$ cat config.mk
export PLATFORM = sky130hd
export DESIGN_NAME = pipeline_mode_ctrl
export DESIGN_NICKNAME = d
export VERILOG_FILES = /design/src/rtl/pipeline_mode_ctrl.sv
export SDC_FILE = /design/constraint.sdc
export NUM_CORES = 1
export LEC_CHECK = 0
export ABC_AREA = 0
export CAP_MARGIN = 10
export CELL_PAD_IN_SITES_DETAIL_PLACEMENT = 1
export CELL_PAD_IN_SITES_GLOBAL_PLACEMENT = 1
export CORE_MARGIN = 2
export CORE_UTILIZATION = 41
export DETAILED_ROUTE_END_ITERATION = 7
export GPL_TIMING_DRIVEN = 1
export PLACE_DENSITY_LB_ADDON = 0.1
export RECOVER_POWER = 50
export SYNTH_ARGS = -nofsm -noshare
export SYNTH_HDL_FRONTEND = slang
export SYNTH_SLANG_ARGS = --single-unit
$ cat constraint.sdc
create_clock -name clk -period 3.7 [get_ports clk]
set_input_delay 0.925 -clock clk [delete_from_list [all_inputs] [get_ports clk]]
set_output_delay 0.925 -clock clk [all_outputs]
set_load 0.02 [all_outputs]
$ cat src/rtl/pipeline_mode_ctrl.sv
// Pipeline-mode controller: run / flush / memory-wait / instruction-load sequencing
// with saturating stall and flush statistics. All outputs are decoded from flops.
module pipeline_mode_ctrl #(
  parameter int unsigned N_MEM         = 2,
  parameter int unsigned FLUSH_CYCLES  = 3,
  parameter int unsigned LOAD_ON_RESET = 1,
  parameter int unsigned CNT_W         = 32
) (
  input  logic             clk,
  input  logic             rst_n,
  input  logic             branchJump,
  input  logic [N_MEM-1:0] requestDone,
  input  logic             regWriteCollision,
  input  logic             loadReq,
  input  logic             loadDone,
  input  logic             statClear,
  output logic             MASTER_HOLD,
  output logic             FLUSH_HOLD,
  output logic             LOAD_MODE,
  output logic [1:0]       modeState,
  output logic [CNT_W-1:0] stallCycles,
  output logic [CNT_W-1:0] flushCount
);

  localparam int unsigned CTR_W = $clog2(FLUSH_CYCLES) + 1;
  localparam logic [CTR_W-1:0] CtrInit = CTR_W'(FLUSH_CYCLES - 1);

  typedef enum logic [1:0] {
    StRun     = 2'b00,
    StFlush   = 2'b01,
    StMemWait = 2'b10,
    StLoad    = 2'b11
  } state_e;

  localparam state_e ResetState = (LOAD_ON_RESET != 0) ? StLoad : StRun;

  state_e           stateQ, stateD;
  logic [CTR_W-1:0] flushCtrQ, flushCtrD;
  logic             pendFlushQ, pendFlushD;
  logic [CNT_W-1:0] stallCyclesQ, flushCountQ;
  logic             memWait;
  logic             enterFlush;

  assign memWait    = (~&requestDone) | regWriteCollision;
  assign enterFlush = (stateD == StFlush) && (stateQ != StFlush);

  // State register
  always_ff @(posedge clk) begin
    if (!rst_n) begin
      stateQ     <= ResetState;
      flushCtrQ  <= '0;
      pendFlushQ <= 1'b0;
    end else begin
      stateQ     <= stateD;
      flushCtrQ  <= flushCtrD;
      pendFlushQ <= pendFlushD;
    end
  end

  // Next-state logic
  always_comb begin
    stateD     = stateQ;
    flushCtrD  = flushCtrQ;
    pendFlushD = pendFlushQ;
    unique case (stateQ)
      StRun: begin
        if (loadReq) begin
          stateD     = StLoad;
          pendFlushD = 1'b0;
        end else if (memWait) begin
          stateD = StMemWait;
          if (branchJump) pendFlushD = 1'b1;
        end else if (branchJump) begin
          stateD    = StFlush;
          flushCtrD = CtrInit;
        end
      end
      StMemWait: begin
        if (!memWait) begin
          if (pendFlushQ || branchJump) begin
            stateD     = StFlush;
            flushCtrD  = CtrInit;
            pendFlushD = 1'b0;
          end else begin
            stateD = StRun;
          end
        end else if (branchJump) begin
          pendFlushD = 1'b1;
        end
      end
      StFlush: begin
        // Branches and load requests here come from squashed instructions.
        if (flushCtrQ != '0) begin
          flushCtrD = flushCtrQ - CTR_W'(1);
        end else begin
          stateD = memWait ? StMemWait : StRun;
        end
      end
      StLoad: begin
        if (loadDone) begin
          stateD    = StFlush;
          flushCtrD = CtrInit;
        end
      end
      default: stateD = ResetState;
    endcase
  end

  // Statistics counters
  always_ff @(posedge clk) begin
    if (!rst_n || statClear) begin
      stallCyclesQ <= '0;
      flushCountQ  <= '0;
    end else begin
      if (MASTER_HOLD && (stallCyclesQ != '1)) stallCyclesQ <= stallCyclesQ + CNT_W'(1);
      if (enterFlush && (flushCountQ != '1))   flushCountQ  <= flushCountQ + CNT_W'(1);
    end
  end

  // Output decode
  always_comb begin
    MASTER_HOLD = (stateQ == StMemWait) || (stateQ == StLoad);
    FLUSH_HOLD  = (stateQ == StFlush);
    LOAD_MODE   = (stateQ == StLoad);
    modeState   = stateQ;
    stallCycles = stallCyclesQ;
    flushCount  = flushCountQ;
  end

endmodule

==> summary.md, run 1 <==
| Metric | Value |
|---|---|
| Final setup viols | 0 |
| Final Hold Vio Count | 0 |
| Vias in the first global route | 3828 |
| DR WL/cell | 17.3 um |
| Core area | 8760 sq um |
| Final HPWL DP | 8040 um |
| Sequential area share after synthesis | 37.8% |
| Crit path DAT | 3550 ps |
| Min Hold Slack | 505 ps |
| Final Skew | 9.11 ps |
| Initial Utilization | 42.3% |
| Fillers | 1080 |
| Yosys reg bits | 70 |
| Crit path launch type | primary input |
| Ant diodes | 0 |
| Worst Path Required | 3970 ps |
| RSZ-0062 raised after global routing | no |
| Iter 0 DRT Violations | 127 |
| Post-Layout Cell Count | 641 |
| Post-Syn Nets | 466 |
| Mapped Area | 3710 sq um |
| Fin Setup TNS | 0 ps |
| Power after layout | 0.00182 W |
| Via count | 3919 |
| Clock transition at the registers of the reported paths | 80 ps |
| Multi-input gate area in the final layout | 2160 sq um |
| Placed insts | 625 |
| Largest net degree at the start of global routing | 32 |
| Register Area | 1400 sq um |
| Cell variety after synth | 49 |
| Asr flop ratio synth | 0% |
| Yosys warnings | 0 |
| Pwr/cell area | 384 nW/um^2 |
| Core Util, Final | 54.0% |
| GP Congestion | 0.839 |
| Leakage power | 1.61 nW |
| Fmax | 305 MHz |
| Post-cts gate resize count | 0 |
| Flop-to-flop setup slack | 880 ps |
| Number of max-cap violations | 0 |
| First-pass GRT wire length | 18300 um |
| Vias/cell | 6.11 |
| # rows | 34 |
| Hold Path Class | reg2reg |
| Number of enable flip-flop cells after synthesis | 0 |
| Num ports | 78 |
| Skew-Pair Late Insertion Delay | 350 ps |
| Pins Over Slew Limit | 0 |
| Overflow after GRT | 0 |
| CTS tree | yes |
| Antenna violations before repair | 0 |
| Reg2reg start | flushCtrQ[0]$_SDFFE_PN0P_ |
| Final nets | 541 |
| CTS buffer count | 9 |
| Cells after synthesis | 453 |
| Hold_sp | flushCtrQ[1]$_SDFFE_PN0P_ |
| IR drop worst, VDD | 311 uV |
| Area grow syn2layout | 27.7% |
| Reg2reg end | flushCount[14]$_SDFFE_PP0P_ |
| Die Y | 99.1 um |
| Outcome | complete, no violations |
| Tcrit/Tclk final | 88.5% |
| Setup bufs post-CTS | 0 |
| DR pass1 iterations | 4 |
| Slew headroom | 31.8% |
| Share of post-route cells with drive strength above 1 | 6.94% |
| Hold Crit Endpoint | flushCtrQ[1]$_SDFFE_PN0P_ |
| Clk sink count | 70 |
| CP Class | in2reg |
| Least-Margin Pin Slew | 1020 ps |
| Mean Syn Cell Area | 8.19 sq um |
| Critical path fanouts, max | 16 |
| GR Util All Layers | 22.5% |
| DRC violations left | 0 |
| Clk buf depth | 2 |
| Top_reg_cell synth | dfxtp_1 |
| Hold path cells | 1 |
| Final wirelength | 11100 um |
| Port Buffers | 77 |
| Post-route ant nets | 0 |
| Clk root buf | clkbuf_8 |
| CTS H-tree lvls | 3 |
| Die Wd | 99.1 um |
| Die ar. | 9820 sq um |
| Crit path time final | 3270 ps |
| Reg2Reg Depth | 8 |
| Hold-fix buffers at CTS | 0 |
| CP Capture Type | register |
-- worst max-delay path by stage --
stage / start / to / slack [ps] / cells past startpoint
2_1_floorplan: regWriteCollision / flushCount[14]$_SDFFE_PP0P_ / 900 / 6
3_3_place_gp: regWriteCollision / flushCount[18]$_SDFFE_PP0P_ / 260 / 6
3_5_place_dp: regWriteCollision / flushCount[12]$_SDFFE_PP0P_ / 120 / 6
4_1_cts: regWriteCollision / flushCount[16]$_SDFFE_PP0P_ / 480 / 6
5_1_grt: regWriteCollision / flushCount[14]$_SDFFE_PP0P_ / 280 / 6
6_report: loadReq / flushCount[14]$_SDFFE_PP0P_ / 430 / 6
-- stage by stage --
stage	worst slack, ps	instance area, sq um
after floorplan	896	3710
after detailed placement	119	4580
after global routing	277	4740
after global placement	263	4580
after CTS	483	4750
final	425	4740
-- cell usage in the layout (no fill, tap or decap), drive strengths merged, types with 2 or more instances in the layout --
cell type / synthesis / final
nand4: 23 / 23
nor2: 27 / 27
clkinv: 0 / 3
and4: 9 / 9
a211oi: 3 / 3
or3: 20 / 20
a21oi: 49 / 49
and2b: 2 / 2
mux2i: 3 / 3
nand3b: 2 / 2
and2: 6 / 6
nand3: 28 / 28
xor2: 5 / 5
o41ai: 3 / 3
nand2b: 2 / 2
o2111ai: 2 / 2
buf: 8 / 8
nor2b: 3 / 3
or4: 24 / 24
o31a: 2 / 2
inv: 11 / 11
xnor2: 6 / 6
dlygate4sd3: 0 / 55
o31ai: 25 / 25
nor3: 7 / 7
ha: 4 / 4
and3: 10 / 10
nor4: 5 / 5
or4b: 4 / 4
clkdlybuf4s50: 0 / 22
dfxtp: 70 / 70
nand2: 33 / 33
o211ai: 5 / 5
a31o: 3 / 3
o21ai: 26 / 26
clkbuf: 14 / 13
-- worst max-delay path, stage by stage --
cell           delay (ps)
dlygate4sd3_1         570
and2b_1               240
o31a_1                300
or4_1                 780
or4_1                 590
a21oi_1               150
-- cells by family after synthesis --
logic type,after synthesis,synth area share [%]
flops,70,37.8
fa+ha+maj,4,1.35
simple gates,207,32.1
xor+xnor,11,2.60
compound gates,125,21.4
buf+inv,33,3.98
mux,3,0.810
-- power breakdown --
group          total [W]  leakage, nW  internal [W]  switching [W]
Clock           0.000558       0.0861      0.000259       0.000298
Combinational   0.000435        0.960      0.000199       0.000236
Sequential      0.000828        0.565      0.000780      0.0000475
-- layout make-up --
cell class / count / area share, %
clock inverter: 4 / 0.476
sequential: 70 / 29.6
clock buffer: 12 / 3.06
tap: 108 / 2.85
multi-input combinational: 350 / 45.5
inverter: 11 / 0.872
timing repair buffer: 86 / 17.6
-- flip-flops by register name (all words and copies together), names as in the netlist --
signal / flops
pendFlushQ: 1
flushCount: 32
stallCycles: 32
flushCtrQ: 3
modeState: 2
-- per-layer routing --
layer  share of wire, %  wire length [um]  GRT usage, %  vias up
met2                 49              5400          37.5       60
li1                   -                 -             -     1892
met3                3.4               378          4.57       10
met1                 47              5210          30.1     1957
met5                  0                 0             0        -
met4               0.79                88          5.37        0
-- cell usage after synthesis, drive strengths merged (8+ instances only) --
library cell / instances / area share, %
dfxtp: 70 / 38
a21oi: 49 / 6.6
nand2: 33 / 3.3
nand3: 28 / 3.8
nor2: 27 / 2.7
o21ai: 26 / 3.5
o31ai: 25 / 5.3
or4: 24 / 4.9
nand4: 23 / 3.9
or3: 20 / 3.4
clkbuf: 14 / 1.4
inv: 11 / 1.1
and3: 10 / 1.7
and4: 9 / 2.1
buf: 8 / 1.5
Note: power is estimated with default switching activity, not from simulation.
==> run 2, diff against run 1 <==
SLEW_MARGIN = 30   (was default)
==> run 2 against run 1 <==
Net effect:
- sequential share of layout area about the same
- total power barely moved
- sequential cell count did not move
- worst hold slack unchanged
- count of clock-buffer cells in the layout did not move
- largest cell class unchanged
==> summary.md, run 2 (synthesis gave the netlist of run 1 again) <==
| Metric | Value |
|---|---|
| Tcrit/Tclk final | 88.8% (was 88.5%) |
| CP Capture Type | register (unchanged) |
| Hold-fix buffers at CTS | 0 (unchanged) |
| Least-Margin Pin Slew | 1030 ps (was 1020 ps) |
| Ant diodes | 0 (unchanged) |
| Area grow syn2layout | 27.9% (was 27.7%) |
| Multi-input gate area in the final layout | 2160 sq um (about the same) |
| Kind of cell adding the most delay to the critical path | simple AND/OR/NAND/NOR gates (unchanged) |
| Worst path cell trace | dlygate4sd3_1 > and2b_1 > o31a_1 > or4_1 > or4_1 > a21oi_1 (unchanged) |
| Critical Path Slowest Stage Cell | or4_1 (unchanged) |
| Slew headroom | 31.1% (was 31.8%) |
| CTS H-tree lvls | 3 (unchanged) |
| Final nets | 541 (unchanged) |
| Crit path launch type | primary input (unchanged) |
| Crit path largest cell delay | 780 ps (about the same) |
| Share of post-route cells with drive strength above 1 | 7.32% (was 6.94%) |
| Fmax | 304 MHz (was 305 MHz) |
| Core area | 8760 sq um (unchanged) |
| Pwr/cell area | 384 nW/um^2 (about the same) |
| Final setup viols | 0 (unchanged) |
| CTS tree | yes (unchanged) |
| Most common cell after layout, fill and taps aside | dfxtp_1 (unchanged) |
| Post-Layout Cell Count | 641 (unchanged) |
| Clk buf depth | 2 (unchanged) |
| Reg2reg start | flushCtrQ[0]$_SDFFE_PN0P_ (unchanged) |
| First-pass GRT wire length | 18300 um (unchanged) |
| Final HPWL DP | 8040 um (unchanged) |
| Worst Path Required | 3970 ps (about the same) |
| Crit path buffers/inverters | 1 (unchanged) |
| Number of max-cap violations | 0 (unchanged) |
| Hold Path Class | reg2reg (unchanged) |
| Die Wd | 99.1 um (unchanged) |
| Clock transition at the registers of the reported paths | 80 ps (about the same) |
| Critical path endpoint | flushCount[14]$_SDFFE_PP0P_ (unchanged) |
| GR Util All Layers | 22.5% (unchanged) |
| Final Skew | 8.84 ps (was 9.11 ps) |
| CP Class | in2reg (unchanged) |
| Crit path DAT | 3560 ps (was 3550 ps) |
| Port Buffers | 77 (unchanged) |
| Crit path time final | 3280 ps (was 3270 ps) |
| Vias in the first global route | 3828 (unchanged) |
| Worst Setup SP | loadReq (unchanged) |
| Reg2Reg Depth | 8 (unchanged) |
| Setup bufs post-CTS | 0 (unchanged) |
| Final Hold Vio Count | 0 (unchanged) |
| Num ports | 78 (unchanged) |
| Register Area | 1400 sq um (unchanged) |
| Die Y | 99.1 um (unchanged) |
| Most frequent cells in the layout | dfxtp_1, dlygate4sd3_1, a21oi_1, nand2_1, nand3_1 (unchanged) |
| IR drop worst, VDD | 311 uV (about the same) |
| Most frequent CP cell | or4_1 (unchanged) |
| Pins Over Slew Limit | 0 (unchanged) |
| Antenna violations before repair | 0 (unchanged) |
| Overflow after GRT | 0 (unchanged) |
| Fillers | 1080 (unchanged) |
| Iter 0 DRT Violations | 120 (was 127) |
| Vias/cell | 6.10 (was 6.11) |
| Reg2reg end | flushCount[14]$_SDFFE_PP0P_ (unchanged) |
| Critical path fanouts, max | 16 (unchanged) |
| Via count | 3911 (was 3919) |
| Post-cts gate resize count | 0 (unchanged) |
| Flop-to-flop setup slack | 870 ps (was 880 ps) |
| Skew-Pair Late Insertion Delay | 350 ps (about the same) |
| Placed insts | 625 (unchanged) |
| RSZ-0062 raised after global routing | no (unchanged) |
| WP depth | 6 (unchanged) |
| Final wirelength | 11100 um (about the same) |
| GP Congestion | 0.839 (unchanged) |
| Core Util, Final | 54.1% (was 54.0%) |
| Fin Setup TNS | 0 ps (unchanged) |
| Largest net degree at the start of global routing | 32 (unchanged) |
| CTS buffer count | 9 (unchanged) |
| DR WL/cell | 17.3 um (about the same) |
| Min Hold Slack | 505 ps (unchanged) |
| # rows | 34 (unchanged) |
| Outcome | complete, no violations (unchanged) |
| Clk sink count | 70 (unchanged) |
| Power after layout | 0.00182 W (about the same) |
| Initial Utilization | 42.3% (unchanged) |
| DRC violations left | 0 (unchanged) |
| Leakage power | 1.61 nW (about the same) |
| Clk root buf | clkbuf_8 (unchanged) |
| Die ar. | 9820 sq um (unchanged) |
| DR pass1 iterations | 4 (unchanged) |
| Post-route ant nets | 0 (unchanged) |
[run 2: changes by cell type in the layout (fill, tap and decap cells not counted)]
cell,previous run,this run
and3_1,10,9
nor4_2,0,1
and3_2,0,1
nor4_1,5,4
[run 2: stage by stage]
stage	instance area, sq um	setup WS [ps]
floorplan	3710	896
global placement	4580	263
detailed placement	4580	119
CTS	4750	483
global route	4740	277
finish	4740	415
[run 2: layout make-up]
type	instances	area share [%]
clock buffer	12	3.06
sequential	70	29.5
tap	108	2.85
inverter	11	0.870
multi-input combinational	350	45.6
timing repair buffer	86	17.6
clock inverter	4	0.475
[run 2: power breakdown]
group / total [W] / switching [W] / leakage [nW] / internal, W
Sequential: 0.000828 / 0.0000474 / 0.565 / 0.000780
Clock: 0.000557 / 0.000298 / 0.0861 / 0.000259
Combinational: 0.000435 / 0.000236 / 0.960 / 0.000199
Total: 0.00182 / 0.000581 / 1.61 / 0.00124
[run 2: layer usage]
layer | global-route usage, % | wire, um
met5 | 0 | 0
met4 | 5.37 | 88
met3 | 4.57 | 380
met2 | 37.5 | 5390
met1 | 30.1 | 5240
[run 2: worst register-to-register path: stages (launching register included)]
cell and delay [ps]:
dfxtp_1 350, inv_1 50, ha_1 190, ha_1 180
and2b_4 180, a22o_4 270, or4_1 790, or4_1 590
a21oi_1 150
[run 2: worst min-delay path by stage]
stage | end | from | slack, ps | cells past startpoint
2_1_floorplan | flushCtrQ[1]$_SDFFE_PN0P_ | flushCtrQ[1]$_SDFFE_PN0P_ | 470 | 1
3_3_place_gp | stallCycles[9]$_SDFFE_PP0P_ | stallCycles[9]$_SDFFE_PP0P_ | 480 | 2
3_5_place_dp | flushCtrQ[1]$_SDFFE_PN0P_ | flushCtrQ[1]$_SDFFE_PN0P_ | 490 | 1
4_1_cts | flushCtrQ[1]$_SDFFE_PN0P_ | flushCtrQ[1]$_SDFFE_PN0P_ | 510 | 1
5_1_grt | flushCtrQ[1]$_SDFFE_PN0P_ | flushCtrQ[1]$_SDFFE_PN0P_ | 540 | 1
6_report | flushCtrQ[1]$_SDFFE_PN0P_ | flushCtrQ[1]$_SDFFE_PN0P_ | 510 | 1
